`src/rtl/uart_pkg.sv`:
```
// Shared definitions for the UART receive path.
//   - Rx_Error bit positions
//   - receive FSM state encoding
//   - helpers for bit period length and timer width
package uart_pkg;

    localparam int ERR_BREAK  = 0;
    localparam int ERR_PARITY = 1;
    localparam int ERR_FRAME  = 2;

    typedef enum logic [2:0] {
        IDLE,
        START,
        DATA,
        PARITY,
        STOP,
        BREAK_WAIT
    } rx_state_t;

    function automatic int clks_per_bit(input int sysclk_rate, input int baud_rate);
        return sysclk_rate / baud_rate;
    endfunction

    // Timer counts down from clks_per_bit-1 to 0.
    function automatic int cnt_width(input int cpb);
        return (cpb <= 2) ? 1 : $clog2(cpb);
    endfunction

endpackage

```
`src/rtl/uart_rx_sync.sv`:
```
// Two-flop synchronizer for the Rx pin plus falling-edge detect.
// Ports:
//   Clk      receive clock
//   Rst      asynchronous active-low reset (flops reset to idle level 1)
//   Rx       raw serial line
//   rx_s     synchronized line
//   rx_s_d   rx_s delayed by one cycle
//   rx_fall  rx_s went 1 -> 0 this cycle
module uart_rx_sync (
    input  logic Clk,
    input  logic Rst,
    input  logic Rx,
    output logic rx_s,
    output logic rx_s_d,
    output logic rx_fall
);

    logic rx_meta;

    always_ff @(posedge Clk or negedge Rst) begin
        if (!Rst) begin
            rx_meta <= 1'b1;
            rx_s    <= 1'b1;
            rx_s_d  <= 1'b1;
        end else begin
            rx_meta <= Rx;
            rx_s    <= rx_meta;
            rx_s_d  <= rx_s;
        end
    end

    assign rx_fall = rx_s_d & ~rx_s;

endmodule

```
`src/rtl/uart_rx_deframer.sv`:
```
// UART receive deframer: recovers start/data/parity/stop bits from the
// synchronized Rx line, checks the frame and strobes one word per frame
// into the receive FIFO. Also drives RTS from FIFO_Full.
// Ports:
//   Clk, Rst (async active-low)
//   Rx         serial input, idle high
//   FIFO_Full  receive FIFO full
//   RTS        registered !FIFO_Full
//   Data_Out   last received word (MSB received first)
//   Data_Rdy   one-cycle FIFO write strobe
//   Rx_Error   [0] break, [1] parity, [2] frame
//   Rx_Busy    frame in progress
// Build option: UART_RX_MAJORITY_VOTE_EN selects a 2-of-3 vote around the
// bit midpoint instead of a single midpoint sample.
//
// state      | meaning
// IDLE       | waiting for falling edge on rx_s
// START      | timing to start-bit midpoint, reject false starts
// DATA       | sampling DATA_BITS data bits
// PARITY     | sampling the even-parity bit
// STOP       | sampling stop bits, emitting the word on the last one
// BREAK_WAIT | line held low; wait for a full bit time of high
module uart_rx_deframer
    import uart_pkg::*;
#(
    parameter int SYSCLK_RATE = 100000000,
    parameter int BAUD_RATE   = 9600,
    parameter int DATA_BITS   = 8,
    parameter int PARITY_BIT  = 1,
    parameter int STOP_BITS   = 2
) (
    input  logic                 Clk,
    input  logic                 Rst,
    input  logic                 Rx,
    input  logic                 FIFO_Full,
    output logic                 RTS,
    output logic [DATA_BITS-1:0] Data_Out,
    output logic                 Data_Rdy,
    output logic [2:0]           Rx_Error,
    output logic                 Rx_Busy
);

    localparam int CPB = clks_per_bit(SYSCLK_RATE, BAUD_RATE);
    localparam int TW  = cnt_width(CPB);

    // Decisions are made one cycle after the midpoint so that both the
    // single-sample and voted builds share identical timing.
    localparam logic [TW-1:0] T_BIT  = TW'(CPB - 1);
    localparam logic [TW-1:0] T_HALF = TW'(CPB / 2 - 1);

    if (CPB < 4) begin : g_cpb_check
        $error("uart_rx_deframer: CLKS_PER_BIT must be at least 4");
    end
    if (DATA_BITS < 1 || DATA_BITS > 8) begin : g_data_check
        $error("uart_rx_deframer: DATA_BITS must be 1..8");
    end
    if (STOP_BITS < 1 || STOP_BITS > 2) begin : g_stop_check
        $error("uart_rx_deframer: STOP_BITS must be 1..2");
    end

    logic rx_s, rx_s_d, rx_fall;

    uart_rx_sync u_sync (
        .Clk     (Clk),
        .Rst     (Rst),
        .Rx      (Rx),
        .rx_s    (rx_s),
        .rx_s_d  (rx_s_d),
        .rx_fall (rx_fall)
    );

    logic bit_v;

`ifdef UART_RX_MAJORITY_VOTE_EN
    logic rx_s_d2;

    always_ff @(posedge Clk or negedge Rst) begin
        if (!Rst) rx_s_d2 <= 1'b1;
        else      rx_s_d2 <= rx_s_d;
    end

    // rx_s_d2 / rx_s_d / rx_s = midpoint-1 / midpoint / midpoint+1
    assign bit_v = (rx_s_d2 & rx_s_d) | (rx_s_d2 & rx_s) | (rx_s_d & rx_s);
`else
    assign bit_v = rx_s_d;
`endif

    rx_state_t            state;
    logic [TW-1:0]        timer;
    logic [2:0]           bit_cnt;
    logic [DATA_BITS-1:0] shreg;
    logic                 par_bit;
    logic                 stop_any_zero;
    logic                 stop_all_zero;

    logic       stop_any_next, stop_all_next, is_break;
    logic [2:0] err_next;

    always_comb begin
        stop_any_next = stop_any_zero | ~bit_v;
        stop_all_next = stop_all_zero & ~bit_v;
        is_break      = (shreg == '0) && (par_bit == 1'b0) && stop_all_next;
        err_next      = 3'b000;
        if (is_break) begin
            err_next[ERR_BREAK] = 1'b1;
        end else begin
            err_next[ERR_FRAME]  = stop_any_next;
            err_next[ERR_PARITY] = (PARITY_BIT != 0) && (par_bit != ^shreg);
        end
    end

    always_ff @(posedge Clk or negedge Rst) begin
        if (!Rst) begin
            state         <= IDLE;
            timer         <= '0;
            bit_cnt       <= '0;
            shreg         <= '0;
            par_bit       <= 1'b0;
            stop_any_zero <= 1'b0;
            stop_all_zero <= 1'b1;
            RTS           <= 1'b0;
            Data_Out      <= '0;
            Data_Rdy      <= 1'b0;
            Rx_Error      <= 3'b000;
            Rx_Busy       <= 1'b0;
        end else begin
            RTS      <= !FIFO_Full;
            Data_Rdy <= 1'b0;
            case (state)
                IDLE: begin
                    if (rx_fall) begin
                        state   <= START;
                        timer   <= T_HALF;
                        bit_cnt <= '0;
                        Rx_Busy <= 1'b1;
                    end
                end
                START: begin
                    if (timer == '0) begin
                        if (bit_v) begin
                            state   <= IDLE;
                            Rx_Busy <= 1'b0;
                        end else begin
                            state <= DATA;
                            timer <= T_BIT;
                        end
                    end else begin
                        timer <= timer - 1'b1;
                    end
                end
                DATA: begin
                    if (timer == '0) begin
                        timer <= T_BIT;
                        shreg <= DATA_BITS'({shreg, bit_v});
                        if (bit_cnt == 3'(DATA_BITS - 1)) begin
                            bit_cnt       <= '0;
                            stop_any_zero <= 1'b0;
                            stop_all_zero <= 1'b1;
                            state         <= (PARITY_BIT != 0) ? PARITY : STOP;
                        end else begin
                            bit_cnt <= bit_cnt + 1'b1;
                        end
                    end else begin
                        timer <= timer - 1'b1;
                    end
                end
                PARITY: begin
                    if (timer == '0) begin
                        timer   <= T_BIT;
                        par_bit <= bit_v;
                        state   <= STOP;
                    end else begin
                        timer <= timer - 1'b1;
                    end
                end
                STOP: begin
                    if (timer == '0) begin
                        timer         <= T_BIT;
                        stop_any_zero <= stop_any_next;
                        stop_all_zero <= stop_all_next;
                        if (bit_cnt == 3'(STOP_BITS - 1)) begin
                            Data_Rdy <= 1'b1;
                            Data_Out <= shreg;
                            Rx_Error <= err_next;
                            if (is_break) begin
                                state <= BREAK_WAIT;
                            end else begin
                                state   <= IDLE;
                                Rx_Busy <= 1'b0;
                            end
                        end else begin
                            bit_cnt <= bit_cnt + 1'b1;
                        end
                    end else begin
                        timer <= timer - 1'b1;
                    end
                end
                BREAK_WAIT: begin
                    // Any low sample restarts the full bit time of high.
                    if (!rx_s) begin
                        timer <= T_BIT;
                    end else if (timer == '0) begin
                        state   <= IDLE;
                        Rx_Busy <= 1'b0;
                    end else begin
                        timer <= timer - 1'b1;
                    end
                end
                default: begin
                    state   <= IDLE;
                    Rx_Busy <= 1'b0;
                end
            endcase
        end
    end

endmodule

```
`config.mk`:
```
export PLATFORM = sky130hd
export DESIGN_NAME = uart_rx_deframer
export DESIGN_NICKNAME = d
export VERILOG_FILES = /design/src/rtl/uart_pkg.sv /design/src/rtl/uart_rx_sync.sv /design/src/rtl/uart_rx_deframer.sv
export SDC_FILE = /design/constraint.sdc
export NUM_CORES = 1
export LEC_CHECK = 0
export BUFFER_PORTS_ARGS = -buffer_cell sky130_fd_sc_hd__buf_2
export CAP_MARGIN = 0
export CORE_MARGIN = 2
export CORE_UTILIZATION = 35
export DETAILED_ROUTE_END_ITERATION = 10
export HOLD_SLACK_MARGIN = 0.15
export PLACE_DENSITY = 0.61
export RECOVER_POWER = 100
export SYNTH_ARGS = -nofsm -noshare
export SYNTH_HDL_FRONTEND = slang
export SYNTH_HIERARCHICAL = 1
export SYNTH_SLANG_ARGS = --single-unit
```
`constraint.sdc`:
```
create_clock -name Clk -period 2.4 [get_ports Clk]
set_clock_uncertainty 0.1 [all_clocks]
set_input_delay 0.48 -clock Clk [delete_from_list [all_inputs] [get_ports Clk]]
set_output_delay 0.48 -clock Clk [all_outputs]
set_load 0.005 [all_outputs]
```
==> flow_summary.toml <==
[outcome]
outcome = "complete, no violations"

[synthesis]
ys_seq_area_share_pct = 47.1
synthArstFlopShare_pct = 100
ys_warn_count = 6
synth_nets = 292
synth_cells = 279
synth-seq-cells = 48
syn_avg_cell_area_um2 = 9.18
syn_area_um2 = 2560
synth_ff_type = "dfrtp_1"
ys_types = 50
synth_edf_count = 0

[placed_design]
io_buffers = 17
place_congestion = 0.909
dp_hpwl_mm = 3.91
place_area_um2 = 2950

[route]
postRouteAntennaNets = 0
drt_pass1_iterations = 4
via_per_inst = 5.07
drc = 0
drt_wl_total_mm = 5.54
routed-via-count = 2160
initialDrtViolationCount = 202
avgRoutedWirePerCell_um = 13.0

[floorplan]
dieWidth_um = 89.5
placementRows = 31
coreArea_um2 = 7180
initial_core_util_pct = 35.7
dieArea_um2 = 8020
fp.dieH_um = 89.5
ioPinCount = 18

[clock_tree]
clockBufferDepth = 2
cts_tree = "built"
clock_sinks = 48
cts-htree-levels = 2
numCtsBuffers = 5
clk_pin_slew_ns = 0.09
clk_latency_ns = 0.31
cts_root_buf = "clkbuf_8"

[sta]
tightest_slew_ns = 1.18
finalCriticalPeriod_ns = 2.34
finalSetupViolCount = 0
final-max-slew-violation-count = 0
slew_headroom_pct = 21.0
hold_violations = 0
rsz0062_at_grt = "yes"
timing.final.crit_share_pct = 97.4
whs_ns = 0.169
fmax_mhz = 428

[grt]
grt_pass1_vias = 2046
gr-usage-all-layers_pct = 14.9
grt_pass1_wl_mm = 9.38
grt_overflow = 0
grt_max_degree = 49
antenna_found_initial = 0

[finish]
final_area_um2 = 3110
drive_gt1_share_pct = 22.3
nets = 339
diodes = 0
area_growth_pct = 21.3
final_util_pct = 43.3

[power_and_ir_drop]
powerDensity_nw_per_um2 = 827
p_total_mw = 2.57
leakagePower_nw = 1.37
ir_drop_mv = 0.323

[flow_run]
maxCapViolCount = 0

[setup_path]
cp_data_required_time_ns = 2.54
crit_type = "flip-flop to flip-flop"
startpoint_type = "flip-flop"
worstPathArrival_ns = 2.48
path_max_fanout = 6
worstSetupEndpointType = "flip-flop"

[worst_hold_path]
hold_path.class = "primary input to flip-flop"
==> cell type report <==
class                      count  area (um2)
clock buffer                   6        82.6
fill                         736        4070
tap                           99         124
inverter                      18        67.6
timing repair buffer          54         349
clock inverter                 2        38.8
multi-input combinational    199        1240
sequential                    48        1210
==> where the power goes <==
group          leakage (nW)  switching, mW  total, mW  internal, mW
clock                0.0614          0.278      0.619         0.341
combinational         0.689          0.460      0.912         0.452
sequential            0.621         0.0970       1.04         0.941
total                  1.37          0.835       2.57          1.73
==> stage by stage <==
step | std cells | setup WS [ns] | TNS [ns]
floorplan | 279 | 0.00212 | 0
global placement | 412 | -0.00407 | -0.00540
detailed placement | 412 | -0.0436 | -0.0675
CTS | 421 | -0.0256 | -0.0256
global route | 426 | -0.0173 | -0.0591
finish | 426 | 0.0618 | 0
==> cell usage after synthesis (2+ instances only) <==
cell type   n  area share [%]
dfrtp_1    44              43
o21ai_0    41             8.0
nand2_1    32             4.7
a21oi_1    18             3.5
inv_1      18             2.6
nor2_1     17             2.5
clkbuf_1   10             1.5
ha_1        9             4.4
nor3_1      7             1.4
nor4_1      6             1.5
and3_1      5             1.2
xnor2_1     5             1.7
dfstp_2     4             4.1
a21o_1      3            0.88
a22o_1      3             1.0
a31oi_1     3            0.73
mux2_2      3             1.3
nand2b_1    3            0.73
nand3_1     3            0.59
o22ai_1     3            0.73
or3_1       3            0.73
or4_1       3            0.88
a22oi_1     2            0.59
and2_1      2            0.49
buf_6       2            0.88
nor2b_1     2            0.49
nor3b_1     2            0.59
o21bai_1    2            0.59
o31ai_1     2            0.59
or4b_2      2            0.78
==> logic make-up (layout without fill, tap and decap cells) <==
family	after synthesis	in the layout	synth area share (%)
flip-flops	48	48	47.1
adder cells (fa/ha/maj)	9	9	4.40
AO/OA/AOI/OAI	87	87	20.0
AND/OR/NAND/NOR	95	95	20.0
buffers and inverters	32	80	5.42
multiplexers	3	3	1.32
XOR/XNOR	5	5	1.71
==> layer usage <==
| layer | share of wire (%) | track usage [%] | vias up | routed length [um] |
|---|---|---|---|---|
| met5 | 0 | 0 | - | 0 |
| li1 | - | - | 1079 | - |
| met1 | 47 | 20.1 | 1027 | 2630 |
| met4 | 1.3 | 4.21 | 0 | 74 |
| met2 | 48 | 24.7 | 47 | 2650 |
| met3 | 3.3 | 2.59 | 7 | 182 |
==> placed cells by master, fill, tap and decap left out, drive strengths merged, types with 2 or more instances in the layout <==
master / netlist / routed
nor3b: 2 / 2
o22ai: 3 / 3
o21ai: 42 / 42
nor3: 7 / 7
o21bai: 2 / 2
nor4: 8 / 8
nor2: 17 / 17
nand2: 33 / 33
inv: 18 / 18
or4: 4 / 4
and2: 2 / 2
a22o: 3 / 3
ha: 9 / 9
dfrtp: 44 / 44
and3: 5 / 5
or4b: 3 / 3
a21boi: 2 / 2
a31oi: 3 / 3
clkbuf: 10 / 17
nand2b: 3 / 3
dfstp: 4 / 4
a22oi: 2 / 2
nand3: 3 / 3
buf: 4 / 42
or3: 3 / 3
nor2b: 3 / 3
a21o: 3 / 3
a21oi: 19 / 19
mux2: 3 / 3
xnor2: 5 / 5
o31ai: 2 / 2
==> what timing repair did <==
| item | 4_1_cts | 5_1_grt |
|---|---|---|
| setup buffers | 0 | 4 |
| hold endpoints to repair | 44 | 0 |
| cloned | 0 | 1 |
| endpoints found under the setup margin | 5 | 9 |
| hold buffers | 1 | 0 |
| gates resized for setup | 2 | 6 |
| pin swaps | 1 | 2 |
==> worst paths after layout <==
kind                           startpoint             end  slack, ns  depth (start not counted)
max                              timer[6]        state[0]       0.06                          6
min                                    Rx  u_sync/rx_meta       0.17                          1
max reg2reg                      timer[6]        state[0]       0.06                          6
min reg2reg                u_sync/rx_meta     u_sync/rx_s       0.27                          0
max in group asynchronous             Rst        timer[0]       0.55                          3
min in group asynchronous             Rst     Data_Out[1]       0.91                          3
==> registers in the layout (all words and copies together) (netlist names) <==
name            cells
timer              14
Data_Out            8
shreg               8
Rx_Error            3
bit_cnt             3
state               3
Data_Rdy            1
RTS                 1
Rx_Busy             1
par_bit             1
stop_all_zero       1
stop_any_zero       1
u_sync/rx_meta      1
u_sync/rx_s         1
u_sync/rx_s_d       1
==> critical path: stages, from the launching register on <==
cell	delay, ns
dfrtp_1	0.40
or4_4	0.59
nor4_4	0.35
buf_6	0.18
nor2_2	0.05
or4b_1	0.49
o21ai_1	0.12
No activity file was read; power rests on OpenSTA's default activity.
